[src/rtl/parking_pkg.sv]
// ---------------------------------------------------------------------------
// Module  : parking_pkg
// Brief   : Shared encodings for the parking ledger (status, FSM state, op).
// Revision: 1.0 - initial release
// ---------------------------------------------------------------------------
`default_nettype none

package parking_pkg;

  typedef enum logic [1:0] {
    ST_OK         = 2'd0,
    ST_BAD_SLOT   = 2'd1,
    ST_ALREADY_IN = 2'd2,
    ST_NOT_IN     = 2'd3
  } status_e;

  typedef enum logic [1:0] {
    S_IDLE  = 2'd0,
    S_CHECK = 2'd1,
    S_CALC  = 2'd2,
    S_RESP  = 2'd3
  } state_e;

  localparam logic c_OP_CHECK_IN  = 1'b0;
  localparam logic c_OP_CHECK_OUT = 1'b1;

endpackage

`default_nettype wire

[src/rtl/fee_accum.sv]
// ---------------------------------------------------------------------------
// Module  : fee_accum
// Brief   : Per-unit fee accumulator run during the ledger's CALC phase.
//           FEE_CAP_EN enables early exit once SAT_LIMIT is reached.
// Revision: 1.0 - initial release
// ---------------------------------------------------------------------------
`default_nettype none

module fee_accum
  import parking_pkg::*;
#(
  parameter int TIME_W     = 11,
  parameter int FEE_W      = 11,
  parameter int UNIT_TICKS = 60,
  parameter int RATE       = 1,
  parameter int SAT_LIMIT  = 2047
) (
  input  logic              clk,
  input  logic              rst_n,
  input  logic              i_start,
  input  logic [TIME_W-1:0] i_elapsed,
  output logic              o_done,
  output logic [FEE_W-1:0]  o_fee
);

  localparam logic [FEE_W:0]  c_LIMIT = (FEE_W+1)'(SAT_LIMIT);
  localparam logic [FEE_W:0]  c_RATE  = (FEE_W+1)'(RATE);
  localparam logic [TIME_W:0] c_UNIT  = (TIME_W+1)'(UNIT_TICKS);

  logic              r_busy;
  logic [TIME_W-1:0] r_rem;
  logic [FEE_W-1:0]  r_acc;

  logic [FEE_W:0]    w_sum;
  logic [FEE_W-1:0]  w_acc_next;
  logic [TIME_W-1:0] w_rem_next;
  logic              w_capped;

  assign w_sum      = {1'b0, r_acc} + c_RATE;
  assign w_acc_next = (w_sum > c_LIMIT) ? c_LIMIT[FEE_W-1:0] : w_sum[FEE_W-1:0];
  // A partial final unit is still billed in full, so remaining floors at zero.
  assign w_rem_next = ({1'b0, r_rem} > c_UNIT) ? (r_rem - c_UNIT[TIME_W-1:0]) : '0;

`ifdef FEE_CAP_EN
  assign w_capped = ({1'b0, r_acc} >= c_LIMIT);
`else
  assign w_capped = 1'b0;
`endif

  assign o_done = r_busy && ((r_rem == '0) || w_capped);
  assign o_fee  = r_acc;

  always_ff @(posedge clk) begin
    if (!rst_n) begin
      r_busy <= 1'b0;
      r_rem  <= '0;
      r_acc  <= '0;
    end else if (i_start) begin
      r_busy <= 1'b1;
      r_rem  <= i_elapsed;
      r_acc  <= '0;
    end else if (o_done) begin
      r_busy <= 1'b0;
    end else if (r_busy) begin
      r_acc  <= w_acc_next;
      r_rem  <= w_rem_next;
    end
  end

endmodule

`default_nettype wire

[src/rtl/parking_ledger.sv]
// ---------------------------------------------------------------------------
// Module  : parking_ledger
// Brief   : NUM_SLOTS-bay check-in/check-out ledger with sequential fee calc.
//           Optional macro FEE_CAP_EN caps the fee at MAX_FEE.
// Revision: 1.0 - initial release
// ---------------------------------------------------------------------------
`default_nettype none

module parking_ledger
  import parking_pkg::*;
#(
  parameter int NUM_SLOTS  = 6,
  parameter int TIME_W     = 11,
  parameter int FEE_W      = 11,
  parameter int UNIT_TICKS = 60,
  parameter int RATE       = 1,
  parameter int MAX_FEE    = 500,
  localparam int SLOT_W    = $clog2(NUM_SLOTS+1)
) (
  input  logic                 clk,
  input  logic                 rst_n,
  input  logic [TIME_W-1:0]    timer,
  input  logic                 req_valid,
  output logic                 req_ready,
  input  logic                 req_op,
  input  logic [SLOT_W-1:0]    req_slot,
  output logic                 resp_valid,
  output logic [1:0]           resp_status,
  output logic [FEE_W-1:0]     resp_fee,
  output logic [NUM_SLOTS-1:0] occupied,
  output logic [SLOT_W-1:0]    free_count
);

  localparam int              c_FULL = (1 << FEE_W) - 1;
  localparam logic [SLOT_W-1:0] c_ONE = SLOT_W'(1);

`ifdef FEE_CAP_EN
  localparam int c_SAT = (MAX_FEE < c_FULL) ? MAX_FEE : c_FULL;
`else
  localparam int c_SAT = c_FULL;
  // MAX_FEE is inert in this build; the block only keeps it referenced.
  if (MAX_FEE < 0) begin : g_max_fee_inert
  end
`endif

  state_e              r_state;
  logic                r_req_ready;
  logic                r_resp_valid;
  status_e             r_status;
  logic [FEE_W-1:0]    r_fee;
  logic [NUM_SLOTS-1:0] r_occ;
  logic [TIME_W-1:0]   r_entry [NUM_SLOTS];
  logic [SLOT_W-1:0]   r_free;
  logic [TIME_W-1:0]   r_time;
  logic                r_op;
  logic [SLOT_W-1:0]   r_slot;

  logic                w_bad;
  logic                w_hit_occ;
  logic [TIME_W-1:0]   w_hit_entry;
  logic [TIME_W-1:0]   w_elapsed;
  logic                w_start;
  logic                w_calc_done;
  logic [FEE_W-1:0]    w_calc_fee;

  always_comb begin
    w_bad       = (r_slot == '0) || (r_slot > SLOT_W'(NUM_SLOTS));
    w_hit_occ   = 1'b0;
    w_hit_entry = '0;
    for (int i = 0; i < NUM_SLOTS; i++) begin
      if (r_slot == SLOT_W'(i + 1)) begin
        w_hit_occ   = r_occ[i];
        w_hit_entry = r_entry[i];
      end
    end
  end

  // Modular subtraction absorbs a single timer wrap between entry and exit.
  assign w_elapsed = r_time - w_hit_entry;
  assign w_start   = (r_state == S_CHECK) && !w_bad &&
                     (r_op == c_OP_CHECK_OUT) && w_hit_occ;

  fee_accum #(
    .TIME_W     (TIME_W),
    .FEE_W      (FEE_W),
    .UNIT_TICKS (UNIT_TICKS),
    .RATE       (RATE),
    .SAT_LIMIT  (c_SAT)
  ) u_fee_accum (
    .clk       (clk),
    .rst_n     (rst_n),
    .i_start   (w_start),
    .i_elapsed (w_elapsed),
    .o_done    (w_calc_done),
    .o_fee     (w_calc_fee)
  );

  always_ff @(posedge clk) begin
    if (!rst_n) begin
      r_state      <= S_IDLE;
      r_req_ready  <= 1'b1;
      r_resp_valid <= 1'b0;
      r_status     <= ST_OK;
      r_fee        <= '0;
      r_occ        <= '0;
      r_free       <= SLOT_W'(NUM_SLOTS);
      r_time       <= '0;
      r_op         <= c_OP_CHECK_IN;
      r_slot       <= '0;
      for (int i = 0; i < NUM_SLOTS; i++) begin
        r_entry[i] <= '0;
      end
    end else begin
      case (r_state)
        S_IDLE: begin
          if (req_valid) begin
            r_time      <= timer;
            r_op        <= req_op;
            r_slot      <= req_slot;
            r_req_ready <= 1'b0;
            r_state     <= S_CHECK;
          end
        end

        S_CHECK: begin
          if (w_bad) begin
            r_status     <= ST_BAD_SLOT;
            r_fee        <= '0;
            r_resp_valid <= 1'b1;
            r_state      <= S_RESP;
          end else if (r_op == c_OP_CHECK_IN) begin
            r_fee        <= '0;
            r_resp_valid <= 1'b1;
            r_state      <= S_RESP;
            if (w_hit_occ) begin
              r_status <= ST_ALREADY_IN;
            end else begin
              r_status <= ST_OK;
              r_free   <= r_free - c_ONE;
              for (int i = 0; i < NUM_SLOTS; i++) begin
                if (r_slot == SLOT_W'(i + 1)) begin
                  r_occ[i]   <= 1'b1;
                  r_entry[i] <= r_time;
                end
              end
            end
          end else if (!w_hit_occ) begin
            r_status     <= ST_NOT_IN;
            r_fee        <= '0;
            r_resp_valid <= 1'b1;
            r_state      <= S_RESP;
          end else begin
            r_free  <= r_free + c_ONE;
            r_state <= S_CALC;
            for (int i = 0; i < NUM_SLOTS; i++) begin
              if (r_slot == SLOT_W'(i + 1)) begin
                r_occ[i] <= 1'b0;
              end
            end
          end
        end

        S_CALC: begin
          if (w_calc_done) begin
            r_status     <= ST_OK;
            r_fee        <= w_calc_fee;
            r_resp_valid <= 1'b1;
            r_state      <= S_RESP;
          end
        end

        S_RESP: begin
          r_resp_valid <= 1'b0;
          r_req_ready  <= 1'b1;
          r_state      <= S_IDLE;
        end

        default: begin
          r_state <= S_IDLE;
        end
      endcase
    end
  end

  assign req_ready   = r_req_ready;
  assign resp_valid  = r_resp_valid;
  assign resp_status = r_status;
  assign resp_fee    = r_fee;
  assign occupied    = r_occ;
  assign free_count  = r_free;

endmodule

`default_nettype wire
[config.mk]
export PLATFORM = sky130hd
export DESIGN_NAME = parking_ledger
export DESIGN_NICKNAME = d
export VERILOG_FILES = /design/src/rtl/parking_pkg.sv /design/src/rtl/fee_accum.sv /design/src/rtl/parking_ledger.sv
export SDC_FILE = /design/constraint.sdc
export NUM_CORES = 1
export LEC_CHECK = 0
export ABC_AREA = 1
export CAP_MARGIN = 5
export CORE_ASPECT_RATIO = 0.9
export CORE_MARGIN = 1.5
export CORE_UTILIZATION = 40
export CTS_CLUSTER_SIZE = 24
export DETAILED_ROUTE_END_ITERATION = 12
export PLACE_DENSITY = 0.6
export SLEW_MARGIN = 40
export SYNTH_ARGS = -nofsm -noshare
export SYNTH_HDL_FRONTEND = slang
export SYNTH_SLANG_ARGS = --single-unit
[constraint.sdc]
create_clock -name clk -period 2.6 [get_ports clk]
set_input_delay 0.65 -clock clk [delete_from_list [all_inputs] [get_ports clk]]
set_output_delay 0.65 -clock clk [all_outputs]
set_load 0.05 [all_outputs]
After elaboration in Yosys (flattened, before gate mapping). Memory sizes are Yosys's and may differ from the RTL's. Index checks and enable logic that the tools add are counted.

Add/subtract/negate cells: 5. $lt $le $gt $ge: 3. Eq/ne operators: 21. Mux-type cells: 110. Bitwise logic cells: 9. Reduce and logical (&&, ||, !) cells: 35.

Operators with widths (count): 11-bit two-way mux (21); 1-bit two-way mux (71); 6-bit AND reduction (6); 11-bit case mux with 2 select lines (1); 2-bit nonzero test (10); 6-bit two-way mux (3); 2-bit by 1-bit != test with 1-bit output, second input constant (9); 2-bit two-way mux (7); 11-bit by 1-bit adder with 12-bit output, second input constant (1); 12-bit by 11-bit greater-than comparator with 1-bit output, second input constant (1); 11-bit by 6-bit greater-than comparator with 1-bit output, second input constant (1); 11-bit logical NOT (1); 11-bit subtractor (1); 11-bit by 6-bit subtractor with 11-bit output, second input constant (1); 2-bit AND reduction (5); 3-bit == test, second input constant (3); 3-bit two-way mux (3); 2-bit case mux with 4 select lines (1); 3-bit by 2-bit == test with 1-bit output, second input constant (2); 1-bit bitwise OR (6); 3-bit AND reduction (2); 2-bit == test, second input constant (2); 1-bit logical AND (4); 2-bit != test, second input constant (2); 17 further kinds (19).

Register bits after elaboration: 64. RAM bits: 66. Input port bits: 18. Memories kept: 1.

Memory list: r_entry (depth 6, bits a word 11, rd ports 6, clocked after memory_dff 0, write ports 6, line parking_ledger.sv:52) `logic [TIME_W-1:0] r_entry [NUM_SLOTS];`.

Logic depth before layout (Yosys ltp).
Word-level depth: 14. Mapped depth: 19.

Hierarchy. From an unflattened synthesis, not the netlist that was laid out.

Cell total of the unflattened synthesis: 823. Area total of the unflattened synthesis: 6766.5 um^2.

By module, submodules not included: parking_ledger (instances 1, cells an instance 589, area an instance 5276.3 um^2); fee_accum (instances 1, cells an instance 234, area an instance 1490.2 um^2).

Worst setup path after synthesis. OpenSTA, ideal clock, no wires.

Kind: flip-flop to flip-flop. From: reg r_slot[2]. To: reg u_fee_accum.r_rem[8]. Setup time: 0.070 ns. Arrival time: 2.528 ns. Data required time: 2.530 ns. Path slack: 0.003 ns. Stages on the path, launching flop included: 16. Period minus slack after synthesis: 2.597 ns. Cells stage by stage: dfxtp_1 -> inv_2 -> nand3_1 -> inv_1 -> clkbuf_1 -> a22o_1 -> a21oi_1 -> nand4_1 -> ha_1 -> fa_1 -> o21bai_1 -> nand4_1 -> nand2_1 -> xor2_1 -> nand2_1 -> a21oi_1.

Cells in the longest elaborated chain, start to end: 10. Elaborated cells on any way between the ends: 30. Those cells by class: add/sub: 1; order compare: 1; eq/ne: 7; mux: 13; reduce/logical: 8.

RTL lines: start: declaration (line parking_ledger.sv:56) `logic [SLOT_W-1:0] r_slot;`; start signal: assignment (line parking_ledger.sv:119) `r_slot <= req_slot;`; branches (longest 10 deep; another with 11-bit subtractor); end signal: assignment (line fee_accum.sv:60) `r_rem <= i_elapsed;`; end signal: assignment (line fee_accum.sv:66) `r_rem <= w_rem_next;`; end: declaration (line fee_accum.sv:31) `logic [TIME_W-1:0] r_rem;`.

Parallel ways; which one is timed is not known. A chain may end at the register's enable or synchronous reset.

Worst setup path in the final report.
From: reg r_slot[2]. To: reg u_fee_accum.r_rem[5].

The elaborated chain is that of the path after synthesis.

==> summary.txt <==
Timing
  • Hold_ws: approximately 0.47 ns
  • Clock Skew: 0.0109 ns
  • Fmax: 387 MHz
  • Setup ws final: around 0.018 ns
  • Fin crit share: around 99%
  • Fin crit period: 2.58 ns
  • # setup viols final: 0
  • Slew @ Worst Pin: ~0.62 ns
  • RSZ-0062 raised after global routing: yes
  • Slew Viols, Final: 0
  • Hold Vio Cnt, Final: 0
  • Max transition margin: 58.3%

CTS
  • Cts hold-fix bufs: 0
  • Clock buffer depth: 2
  • H-tree Lvls: 4
  • Clock latency at the later pin of the worst-skew pair: between 0.4 and 0.5 ns
  • Sink Count: 130
  • Cts bufs inserted: 17
  • Clock-pin slew on the worst setup and hold paths: 0.06 ns
  • Root buffer cell: clkbuf_16
  • CTS tree: built

Placement
  • Pre-CTS setup slack: -0.254 ns
  • Dpl hpwl: 12.3 mm
  • IO Port Bufs: a little over 40
  • GPL Wtd Cong: between 0.9 and 1

Worst setup path
  • Reg2reg start: r_slot[2]$_SDFFE_PN0P_
  • Crit start category: flip-flop
  • Buf/Inv on CP: 2
  • Worst setup path start: r_slot[2]$_SDFFE_PN0P_
  • Most used cell, CP: a21oi_2
  • CP peak stage delay: between 0.3 and 0.4 ns
  • Crit Path Class: flip-flop to flip-flop
  • CP Capture Type: flip-flop
  • Cell chain of the critical path: buf_4 -> nand2_2 -> clkinv_4 -> a21oi_1 -> a41oi_2 -> a21oi_2 -> ha_4 -> a21oi_2 -> o21ai_2 -> a21oi_2 -> xor2_1 -> o21ai_0 -> nor2_1 -> nor2_1
  • Worst EP arrival: 2.89 ns
  • Req. time, crit path: roughly 2.9 ns
  • Slowest CP cell: dfxtp_4
  • Critical path peak fanout: 9
  • CP top delay family: compound AO/OA/AOI/OAI gates

Finish
  • ANT cells: 0
  • Fill count: ~1400
  • Area Overhead vs Synth: 30.5%
  • Final Util: between 50% and 60%
  • Layout cells sized above 1: roughly 18%
  • Final net count: 925

Hold path
  • Worst hold path type: flip-flop to flip-flop
  • Min-delay src: resp_fee[9]$_SDFFE_PN0P_

Floorplan
  • Core Box Area: around 16000 µm²
  • Row Count: 43
  • DIE AREA: 16900 µm²
  • Die Ht: between 100 and 150 µm
  • Initial Util: 41.3%
  • IO Pins: 42
  • Die width: 137 µm

Drt
  • Routed vias: between 5000 and 6000
  • Iteration-0 DRC Markers: ~460
  • DRT Wirelength: ~18 mm
  • Vias/cell: roughly 5.2
  • DR pass1 iterations: 5
  • Wire per inst: around 16 µm
  • DRC: 0
  • Number of routed nets with antenna violations: 0

Global routing
  • Overflow after GRT: 0
  • Number of global-route vias before repair: between 5000 and 6000
  • Total track usage: a little over a fifth
  • Initial antenna violation count: 0
  • First-pass GRT wire length: approximately 28 mm
  • Largest net degree at the start of global routing: 50

Status
  • Outcome: completed

Logic synthesis
  • Register area share after synthesis: around 51%
  • Average size of a mapped cell: about 8 µm²
  • Ys Warns: 0
  • Ys flop type: edfxtp_1
  • Post-Synthesis Cell Area: ~6500 µm²
  • Netlist cell types: 39
  • Post-Syn Instances: 789
  • Synthesized Nets: just over 800
  • Synth area leaders: edfxtp_1 (31%), dfxtp_1 (20%), nand2_1 (10%)
  • Post-synth top area share: a little under a third
  • Yosys top cell by area: edfxtp_1
  • Synthesis-stage register bit count: 130
  • EDFF count, synth: between 60 and 70
  • Async SR Flop Fraction: 0%

Power
  • Power Density: roughly 930 nW/µm²
  • P_leak: ~3.4 nW
  • Worst IR drop on VDD: about 0.54 mV

Flow run
  • Max-Cap Viols: 0
cells in the mapped netlist, drive strengths merged (6+ instances only):
| library cell | number |
|---|---|
| nand2 | 178 |
| nor2 | 114 |
| inv | 75 |
| edfxtp | 66 |
| a21oi | 65 |
| dfxtp | 64 |
| o21ai | 45 |
| nand4 | 39 |
| nand3 | 33 |
| clkbuf | 19 |
| ha | 18 |
| xor2 | 14 |
| buf | 13 |
| nor3 | 7 |
| xnor2 | 6 |
cell type report:
type                            instances  area, µm²  share of cell area, %
Clock buffer                           21        450                   5.35
Clock inverter                         11        155                   1.84
Inverter                               80        305                   3.63
Multi-Input combinational cell        547       2980                   35.4
Sequential cell                       130       3270                   38.9
Tap cell                              202        253                   3.00
Timing Repair Buffer                  111       1000                   11.9
report_power, final:
group / internal, mW / leakage [nW] / switching [mW]
sequential: 2.34 / 1.20 / 0.134
clock: 1.54 / 0.293 / 0.917
combinational: 1.17 / 1.92 / 1.75
path summary, 6_finish.rpt:
check | to | slack (ns) | cells after the start
hold / removal | resp_fee[9]$_SDFFE_PN0P_ | 0.47 | 2
hold reg to reg | resp_fee[9]$_SDFFE_PN0P_ | 0.47 | 2
setup reg to reg | u_fee_accum.r_rem[5]$_SDFFE_PN0P_ | 0.02 | 14
setup / recovery | u_fee_accum.r_rem[5]$_SDFFE_PN0P_ | 0.02 | 14
registers in the layout, summed over array words and instances, names as in the netlist, 2 cells and up:
name	flops
free_count	3
occupied	6
r_entry	66
r_slot	3
r_state	2
r_time	11
resp_fee	11
resp_status	2
u_fee_accum.o_fee	11
u_fee_accum.r_rem	11
what timing repair did:
item / CTS / global route
endpoints found under the setup margin: 9 / 69
endpoints found under the hold margin: 0 / 0
gates resized for setup: 12 / 61
pin swaps: 4 / 24
buffers inserted: 1 / 18
cell families after synthesis:
| group | Yosys count | synth area share (%) |
|---|---|---|
| simple gates | 379 | 25.2 |
| xor+xnor | 20 | 2.72 |
| fa+ha+maj | 20 | 4.11 |
| buf+inv | 112 | 6.75 |
| compound gates | 128 | 10.7 |
| flops | 130 | 50.6 |
cells in the final DEF (no fill, tap or decap), types with 6 or more instances in the layout:
master             n
nand4_1           39
nor2_1           109
xor2_1            14
buf_4             61
o21ai_0           38
clkdlybuf4s50_1   41
edfxtp_1          66
inv_1             64
inv_2             10
nand3_1           28
clkbuf_16         17
dfxtp_1           61
xnor2_1            6
a21oi_1           56
ha_1              13
nand2_1          169
a21oi_2            9
nand2_2            7
stage by stage:
step,cells,area (µm²),TNS [ns],power [mW]
floorplan,789,6450,0,4.03
global placement,1051,7410,-0.669,4.92
detailed placement,1051,7410,-0.893,4.93
CTS,1084,8060,-0.00728,7.45
global route,1102,8420,-0.997,8.28
finish,1102,8420,0,7.86
worst reg2reg max path: cells and delay by family (launching register included):
| kind | cells | cell delay [ns] |
|---|---|---|
| and+or+nand+nor | 3 | 0.26 |
| DFF | 1 | 0.35 |
| xor gates and xnor gates | 1 | 0.23 |
| adders and majority gates | 1 | 0.24 |
| AOI/OAI and AO/OA | 7 | 1.14 |
| buffers and inverters | 2 | 0.25 |
per-layer routing:
metal	vias up	routed length, µm	track usage [%]
li1	2841	-	-
met3	17	848	4.59
met1	2716	8170	29.7
met4	0	210	5.66
met5	-	0	0
met2	165	8450	34.7
Note: power is estimated with default switching activity, not from simulation.
